[src/rtl/watch_mode_ctrl_if.sv]
// Signal bundle between the watch sequencer and the function blocks, display and buzzer.
// The sequencer connects through the slave modport; the side driving buttons and digits uses master.
interface watch_mode_ctrl_if;
  logic        btn_mode;
  logic        btn_adjust;
  logic        btn_toggle;
  logic [3:0]  fn_edit;
  logic [23:0] clk_digits;
  logic [23:0] alm_digits;
  logic [23:0] sw_digits;
  logic [23:0] cd_digits;
  logic        alm_match;
  logic        cd_zero;

  logic        tick_1hz;
  logic [3:0]  sel;
  logic [3:0]  p_mode;
  logic [3:0]  p_adjust;
  logic [3:0]  p_toggle;
  logic [23:0] disp;
  logic        blank;
  logic        ring;
  logic        ring_src;
  logic        ring_ack;

  modport master (
    output btn_mode, btn_adjust, btn_toggle, fn_edit,
           clk_digits, alm_digits, sw_digits, cd_digits, alm_match, cd_zero,
    input  tick_1hz, sel, p_mode, p_adjust, p_toggle, disp, blank,
           ring, ring_src, ring_ack
  );

  modport slave (
    input  btn_mode, btn_adjust, btn_toggle, fn_edit,
           clk_digits, alm_digits, sw_digits, cd_digits, alm_match, cd_zero,
    output tick_1hz, sel, p_mode, p_adjust, p_toggle, disp, blank,
           ring, ring_src, ring_ack
  );
endinterface

[src/rtl/watch_mode_ctrl.sv]
// Digital-watch sequencer: 1 Hz prescaler, button routing to the selected function,
// display multiplexing and a timed ringing state that pre-empts everything on alarm/countdown.
module watch_mode_ctrl #(
  parameter int unsigned TICK_DIV  = 50000000,
  parameter int unsigned RING_SECS = 30
) (
  input  logic             CLK_50,
  input  logic             reset_n,
  watch_mode_ctrl_if.slave bus
);

  localparam int unsigned PRE_W = $clog2(TICK_DIV);
  localparam int unsigned CNT_W = (RING_SECS < 2) ? 1 : $clog2(RING_SECS);

  localparam logic [PRE_W-1:0] PRE_LAST  = PRE_W'(TICK_DIV - 1);
  localparam logic [PRE_W-1:0] PRE_HALF  = PRE_W'(TICK_DIV / 2);
  localparam logic [CNT_W-1:0] RING_LAST = CNT_W'(RING_SECS - 1);

  typedef enum logic [2:0] {
    ST_CLK  = 3'd0,
    ST_ALM  = 3'd1,
    ST_SW   = 3'd2,
    ST_CD   = 3'd3,
    ST_RING = 3'd4
  } state_t;

  state_t           st_q, ret_q;
  logic [PRE_W-1:0] pre_q, pre_d;
  logic [CNT_W-1:0] ring_cnt_q;
  logic [2:0]       btn_q;
  logic             alm_q, cd_q;
  logic             pend_q, pend_src_q;
  logic [3:0]       sel_q, p_mode_q, p_adjust_q, p_toggle_q;
  logic             ring_q, ring_src_q, ring_ack_q;

  logic       tick;
  logic       press_mode, press_adjust, press_toggle, any_press;
  logic       ev_alm, ev_cd, ring_done;
  logic [1:0] fn_idx, next_idx;
  logic [3:0] fn_oh;
  logic [23:0] disp_c;

  // Function index: during RING the saved return state still names the selected function.
  assign fn_idx   = (st_q == ST_RING) ? ret_q[1:0] : st_q[1:0];
  assign next_idx = fn_idx + 2'd1;
  assign fn_oh    = 4'b0001 << fn_idx;

  always_comb begin
    tick         = (pre_q == PRE_LAST);
    pre_d        = tick ? '0 : pre_q + 1'b1;
    press_mode   = bus.btn_mode   & ~btn_q[0];
    press_adjust = bus.btn_adjust & ~btn_q[1];
    press_toggle = bus.btn_toggle & ~btn_q[2];
    any_press    = press_mode | press_adjust | press_toggle;
    ev_alm       = bus.alm_match & ~alm_q;
    ev_cd        = bus.cd_zero   & ~cd_q;
    ring_done    = tick && (ring_cnt_q == RING_LAST);
  end

  // NOTE: all state below updates with non-blocking assignments so every branch sees
  // the values from the start of the cycle, independent of statement order.
  always_ff @(posedge CLK_50 or negedge reset_n) begin
    if (!reset_n) begin
      st_q       <= ST_CLK;
      ret_q      <= ST_CLK;
      pre_q      <= '0;
      ring_cnt_q <= '0;
      btn_q      <= '0;
      alm_q      <= 1'b0;
      cd_q       <= 1'b0;
      pend_q     <= 1'b0;
      pend_src_q <= 1'b0;
      sel_q      <= 4'b0001;
      p_mode_q   <= '0;
      p_adjust_q <= '0;
      p_toggle_q <= '0;
      ring_q     <= 1'b0;
      ring_src_q <= 1'b0;
      ring_ack_q <= 1'b0;
    end else begin
      pre_q      <= pre_d;
      btn_q      <= {bus.btn_toggle, bus.btn_adjust, bus.btn_mode};
      alm_q      <= bus.alm_match;
      cd_q       <= bus.cd_zero;
      p_mode_q   <= '0;
      p_adjust_q <= '0;
      p_toggle_q <= '0;
      ring_ack_q <= 1'b0;

      if (st_q == ST_RING) begin
        if (ev_alm || ev_cd) begin
          pend_q     <= 1'b1;
          pend_src_q <= ev_cd;
        end
        // Presses only silence the buzzer; they never reach a function.
        if (any_press || ring_done) begin
          st_q       <= ret_q;
          ring_q     <= 1'b0;
          ring_ack_q <= 1'b1;
        end else if (tick) begin
          ring_cnt_q <= ring_cnt_q + 1'b1;
        end
      end else if (ev_alm || ev_cd || pend_q) begin
        st_q       <= ST_RING;
        ret_q      <= st_q;
        ring_q     <= 1'b1;
        ring_cnt_q <= '0;
        // A fresh event beats a pending one; simultaneous events ring CD first.
        if (ev_cd) begin
          ring_src_q <= 1'b1;
          if (ev_alm) begin
            pend_q     <= 1'b1;
            pend_src_q <= 1'b0;
          end
        end else if (ev_alm) begin
          ring_src_q <= 1'b0;
        end else begin
          ring_src_q <= pend_src_q;
          pend_q     <= 1'b0;
        end
      end else begin
        if (press_adjust) p_adjust_q <= fn_oh;
        if (press_toggle) p_toggle_q <= fn_oh;
        if (press_mode) begin
          if (bus.fn_edit[fn_idx]) begin
            p_mode_q <= fn_oh;
          end else begin
            st_q  <= state_t'({1'b0, next_idx});
            sel_q <= 4'b0001 << next_idx;
          end
        end
      end
    end
  end

  always_comb begin
    disp_c = bus.clk_digits;
    if (st_q == ST_RING) begin
      disp_c = ring_src_q ? bus.cd_digits : bus.alm_digits;
    end else begin
      case (fn_idx)
        2'd0:    disp_c = bus.clk_digits;
        2'd1:    disp_c = bus.alm_digits;
        2'd2:    disp_c = bus.sw_digits;
        default: disp_c = bus.cd_digits;
      endcase
    end
  end

  assign bus.tick_1hz = tick;
  assign bus.sel      = sel_q;
  assign bus.p_mode   = p_mode_q;
  assign bus.p_adjust = p_adjust_q;
  assign bus.p_toggle = p_toggle_q;
  assign bus.disp     = disp_c;
  assign bus.blank    = (st_q == ST_RING) && (pre_q >= PRE_HALF);
  assign bus.ring     = ring_q;
  assign bus.ring_src = ring_src_q;
  assign bus.ring_ack = ring_ack_q;

endmodule
[src/flat_wrapper.sv]
// flat-port wrapper written by rule: the top's interface ports become plain ports
module watch_mode_ctrl_flat 
#(
  parameter int unsigned TICK_DIV  = 50000000,
  parameter int unsigned RING_SECS = 30
)
  (CLK_50, reset_n, bus_btn_mode, bus_btn_adjust, bus_btn_toggle, bus_fn_edit, bus_clk_digits, bus_alm_digits, bus_sw_digits, bus_cd_digits, bus_alm_match, bus_cd_zero, bus_tick_1hz, bus_sel, bus_p_mode, bus_p_adjust, bus_p_toggle, bus_disp, bus_blank, bus_ring, bus_ring_src, bus_ring_ack);
  watch_mode_ctrl_if bus_i ();
  input  logic CLK_50;
  input  logic reset_n;
  input wire logic [$bits(bus_i.btn_mode)-1:0] bus_btn_mode;
  input wire logic [$bits(bus_i.btn_adjust)-1:0] bus_btn_adjust;
  input wire logic [$bits(bus_i.btn_toggle)-1:0] bus_btn_toggle;
  input wire logic [$bits(bus_i.fn_edit)-1:0] bus_fn_edit;
  input wire logic [$bits(bus_i.clk_digits)-1:0] bus_clk_digits;
  input wire logic [$bits(bus_i.alm_digits)-1:0] bus_alm_digits;
  input wire logic [$bits(bus_i.sw_digits)-1:0] bus_sw_digits;
  input wire logic [$bits(bus_i.cd_digits)-1:0] bus_cd_digits;
  input wire logic [$bits(bus_i.alm_match)-1:0] bus_alm_match;
  input wire logic [$bits(bus_i.cd_zero)-1:0] bus_cd_zero;
  output wire logic [$bits(bus_i.tick_1hz)-1:0] bus_tick_1hz;
  output wire logic [$bits(bus_i.sel)-1:0] bus_sel;
  output wire logic [$bits(bus_i.p_mode)-1:0] bus_p_mode;
  output wire logic [$bits(bus_i.p_adjust)-1:0] bus_p_adjust;
  output wire logic [$bits(bus_i.p_toggle)-1:0] bus_p_toggle;
  output wire logic [$bits(bus_i.disp)-1:0] bus_disp;
  output wire logic [$bits(bus_i.blank)-1:0] bus_blank;
  output wire logic [$bits(bus_i.ring)-1:0] bus_ring;
  output wire logic [$bits(bus_i.ring_src)-1:0] bus_ring_src;
  output wire logic [$bits(bus_i.ring_ack)-1:0] bus_ring_ack;
  assign bus_i.btn_mode = bus_btn_mode;
  assign bus_i.btn_adjust = bus_btn_adjust;
  assign bus_i.btn_toggle = bus_btn_toggle;
  assign bus_i.fn_edit = bus_fn_edit;
  assign bus_i.clk_digits = bus_clk_digits;
  assign bus_i.alm_digits = bus_alm_digits;
  assign bus_i.sw_digits = bus_sw_digits;
  assign bus_i.cd_digits = bus_cd_digits;
  assign bus_i.alm_match = bus_alm_match;
  assign bus_i.cd_zero = bus_cd_zero;
  assign bus_tick_1hz = bus_i.tick_1hz;
  assign bus_sel = bus_i.sel;
  assign bus_p_mode = bus_i.p_mode;
  assign bus_p_adjust = bus_i.p_adjust;
  assign bus_p_toggle = bus_i.p_toggle;
  assign bus_disp = bus_i.disp;
  assign bus_blank = bus_i.blank;
  assign bus_ring = bus_i.ring;
  assign bus_ring_src = bus_i.ring_src;
  assign bus_ring_ack = bus_i.ring_ack;
  watch_mode_ctrl #(.TICK_DIV(TICK_DIV), .RING_SECS(RING_SECS)) u_core (.CLK_50(CLK_50), .reset_n(reset_n), .bus(bus_i));
endmodule
[config.mk]
export PLATFORM = sky130hd
export DESIGN_NAME = watch_mode_ctrl_flat
export DESIGN_NICKNAME = d
export VERILOG_FILES = /design/src/rtl/watch_mode_ctrl_if.sv /design/src/rtl/watch_mode_ctrl.sv /design/src/flat_wrapper.sv
export SDC_FILE = /design/constraint.sdc
export NUM_CORES = 1
export LEC_CHECK = 0
export ABC_AREA = 0
export BUFFER_PORTS_ARGS = -buffer_cell sky130_fd_sc_hd__buf_2
export CORE_MARGIN = 4
export CORE_UTILIZATION = 40
export DETAILED_ROUTE_END_ITERATION = 7
export PLACE_DENSITY_LB_ADDON = 0.15
export SLEW_MARGIN = 10
export SYNTH_ARGS = -nofsm -noshare
export SYNTH_HDL_FRONTEND = slang
export SYNTH_SLANG_ARGS = --single-unit
[constraint.sdc]
create_clock -name CLK_50 -period 3.7 [get_ports CLK_50]
set_input_delay 0.555 -clock CLK_50 [delete_from_list [all_inputs] [get_ports CLK_50]]
set_output_delay 0.555 -clock CLK_50 [all_outputs]
set_load 0.02 [all_outputs]
==> key figures <==
Critical path
  • Crit Reg-Reg Startpoint: u_core.st_q[0]
  • CP Class: flop to output pin
  • Worst Path Required: 3.14 ns
  • Crit-path max cell delay: 0.81 ns
  • Delay-heaviest family, CP: simple AND/OR/NAND/NOR gates
  • RR Endpoint: u_core.ring_cnt_q[2]
  • Crit path capture type: output pin
  • Max Fanout on Critical Path: 24
  • Critical-path cell list: nor3b_2 -> or2_2 -> nor2_1 -> a221o_1 -> buf_2
  • Worst r2r path cells: 5
  • CP max stage cell: nor3b_2
  • Buf+Inv Stages, Crit Path: 1
  • Worst EP arrival: 2.74 ns
  • Internal reg-to-reg setup slack: 1.16 ns
  • Crit start category: flop

Floorplanning
  • Width of the die: 106.1 um
  • Die area: 11250 sq um
  • Core area: 9284 sq um
  • Starting Density: 41.44%
  • Cell Rows: 35
  • Total I/O pin count: 152
  • Die height: 106.1 um

Routing
  • Routed Antenna Nets: 0
  • Vias post-DR: 3800
  • Drt via density: 5.646
  • Drt first pass iters: 7
  • Detailed Route WL: 11.65 mm
  • Initial drt markers: 431
  • Residual DRC: 0
  • Wire per inst: 17.32 um

Power and ir drop
  • Maximum vdd drop: 323.2 uV
  • P per Cell Area: 749.7 nW/um^2
  • Lkg Pwr: 2.391 nW

Logic synthesis
  • Synth cell types: 60
  • Flops & latches, synth: 63
  • Gate Count Post-Synth: 394
  • Asr flop ratio synth: 100.0%
  • Count leader, synth: dfrtp_1
  • Top-area cell type share of the netlist area: 40.33%
  • Sequential cell area fraction in the yosys report: 41.01%
  • Post-synth EDFFs: 0
  • Synth top cells by count: 62 x dfrtp_1, 56 x nor2_1, 25 x nand2_1
  • Yosys Warn Count: 0
  • Top cells by area, synth: dfrtp_1 40%, a221o_1 6.2%, a222oi_1 6.2%
  • Top FF cell, synth: dfrtp_1
  • Post-Syn Nets: 513
  • Cell area after synthesis: 3847 sq um
  • Synthesized area per cell: 9.765 sq um
  • Yosys top cell by area: dfrtp_1

CTS
  • Clk sink count: 63
  • Root buf cell: clkbuf_8
  • Num CTS Buffers: 9
  • H-tree depth: 3
  • Worst-path clk slew: 0.07 ns
  • Post-CTS Setup Inserts: 0
  • Skew-Pair Late Insertion Delay: 0.34 ns
  • Cts hold-fix bufs: 0
  • Worst-case clock buffer depth: 2
  • TritonCTS clock tree: done

Global routing
  • First-pass GRT wire length: 18.69 mm
  • Grt ovf: 0
  • Largest net degree at the start of global routing: 38
  • Met1 Use GR: 25.76%
  • Antenna violations before repair: 0
  • Met2 Resource Use GR: 35.43%
  • Grt met3 use: 3.582%
  • GRT Resource Usage Total: 20.54%
  • Vias in the first global route: 3637
  • Most Crowded Layer GR: met2

Finish
  • Fin nets: 658
  • Ant. Diodes: 0
  • Layout cells sized above 1: 35.29%
  • Area Overhead vs Synth: 28.10%

Timing
  • Pins Over Slew Limit: 0
  • Final Hold Viols: 0
  • Setup TNS: 0 ns
  • Count of endpoints failing setup in the final report: 0
  • Final period util: 89.11%
  • Max-slew headroom: 36.92%
  • Min Hold Slack: 0.2171 ns
  • Period minus WS final: 3.297 ns
  • Final setup skew: 0.007691 ns
  • Worst slew pin tran: 0.9420 ns
  • Fmax: 0.3033 GHz
  • Unrepaired setup endpoints after global routing: no

Place
  • Port bufs: 151
  • Final GP Congestion: 0.8711
  • DP Wirelength: 8.966 mm

Flow run
  • Max Cap Viol: 0

Run status
  • Outcome: finished, final reports clean

Hold path
  • Hold Path Class: input port to asynchronous set/reset pin
power breakdown:
group          total, mW  switching [mW]  internal, mW
Combinational       2.20            1.36         0.838
Sequential         0.839          0.0662         0.773
Clock              0.655           0.275         0.380
per-stage QoR:
stage / utilization [%] / power [mW] / setup WS, ns / instance area (sq um) / std cells
3_5_place_dp: 50.70 / 3.054 / 0.6461 / 4707 / 657
2_1_floorplan: - / 2.420 / 0.9744 / 3847 / 394
4_1_cts: 53.06 / 3.715 / 0.2623 / 4926 / 673
5_1_grt: 53.09 / 3.963 / 0.2073 / 4928 / 673
6_report: 53.09 / 3.695 / 0.4029 / 4928 / 673
3_3_place_gp: 50.70 / 3.027 / 0.7136 / 4707 / 657
registers in the layout, summed over array words and instances (netlist names):
| name | count |
|---|---|
| u_core.alm_q | 1 |
| u_core.cd_q | 1 |
| u_core.bus.ring_src | 1 |
| u_core.pend_q | 1 |
| u_core.bus.sel | 4 |
| u_core.st_q | 3 |
| u_core.pre_q | 26 |
| u_core.bus.p_adjust | 4 |
| u_core.bus.ring | 1 |
| u_core.bus.ring_ack | 1 |
| u_core.ring_cnt_q | 5 |
| u_core.btn_q | 3 |
| u_core.ret_q | 3 |
| u_core.bus.p_mode | 4 |
| u_core.pend_src_q | 1 |
| u_core.bus.p_toggle | 4 |
layer usage:
metal  up-vias  wire length, um
li1       1788                -
met2       163             5846
met5         -                0
met4         0              284
met3        19              788
met1      1830             4734
final cells by class:
class	count	area [sq um]
inverter	11	41.29
clock buffer	9	123.9
timing repair buffer	158	808.3
sequential	63	1578
multi-input combinational	296	2121
fill	895	4355
tap	129	161.4
clock inverter	7	95.09
cells by family after synthesis:
kind of cell               Yosys count  share of synthesized area, %
and+or+nand+nor                    167                         23.09
AOI/OAI and AO/OA                   85                         20.36
DFF                                 63                         41.01
buffers and inverters               35                         3.935
xor gates and xnor gates            24                         5.463
adders and majority gates           13                         4.163
muxes                                7                         1.984
placed cells by master (no fill, tap or decap), types with 9 or more instances in the layout:
cell type	count
nor2_1	56
nor3_1	9
xor2_1	11
inv_1	9
clkbuf_8	9
nand2_1	25
and2_1	13
nand3_1	15
dfrtp_1	62
a221o_1	24
xnor2_1	13
a222oi_1	24
buf_2	151
ha_1	11
nand4_1	10
worst max-delay path by stage:
stage,endpoint,slack (ns),cells past startpoint,start
after CTS,bus_disp[20],0.26,9,u_core.st_q[0]
after detailed placement,bus_disp[20],0.65,9,u_core.st_q[0]
after global routing,bus_disp[1],0.21,5,u_core.st_q[0]
after global placement,bus_disp[20],0.71,9,u_core.st_q[0]
after floorplan,bus_disp[10],0.97,11,u_core.st_q[0]
final,bus_disp[20],0.40,5,u_core.st_q[0]
timing repair:
| action | CTS | global route |
|---|---|---|
| endpoints found under the hold margin | 0 | 0 |
| endpoints found under the setup margin | 0 | 1 |
| resized for setup | 0 | 1 |
No activity file was read; power rests on OpenSTA's default activity.
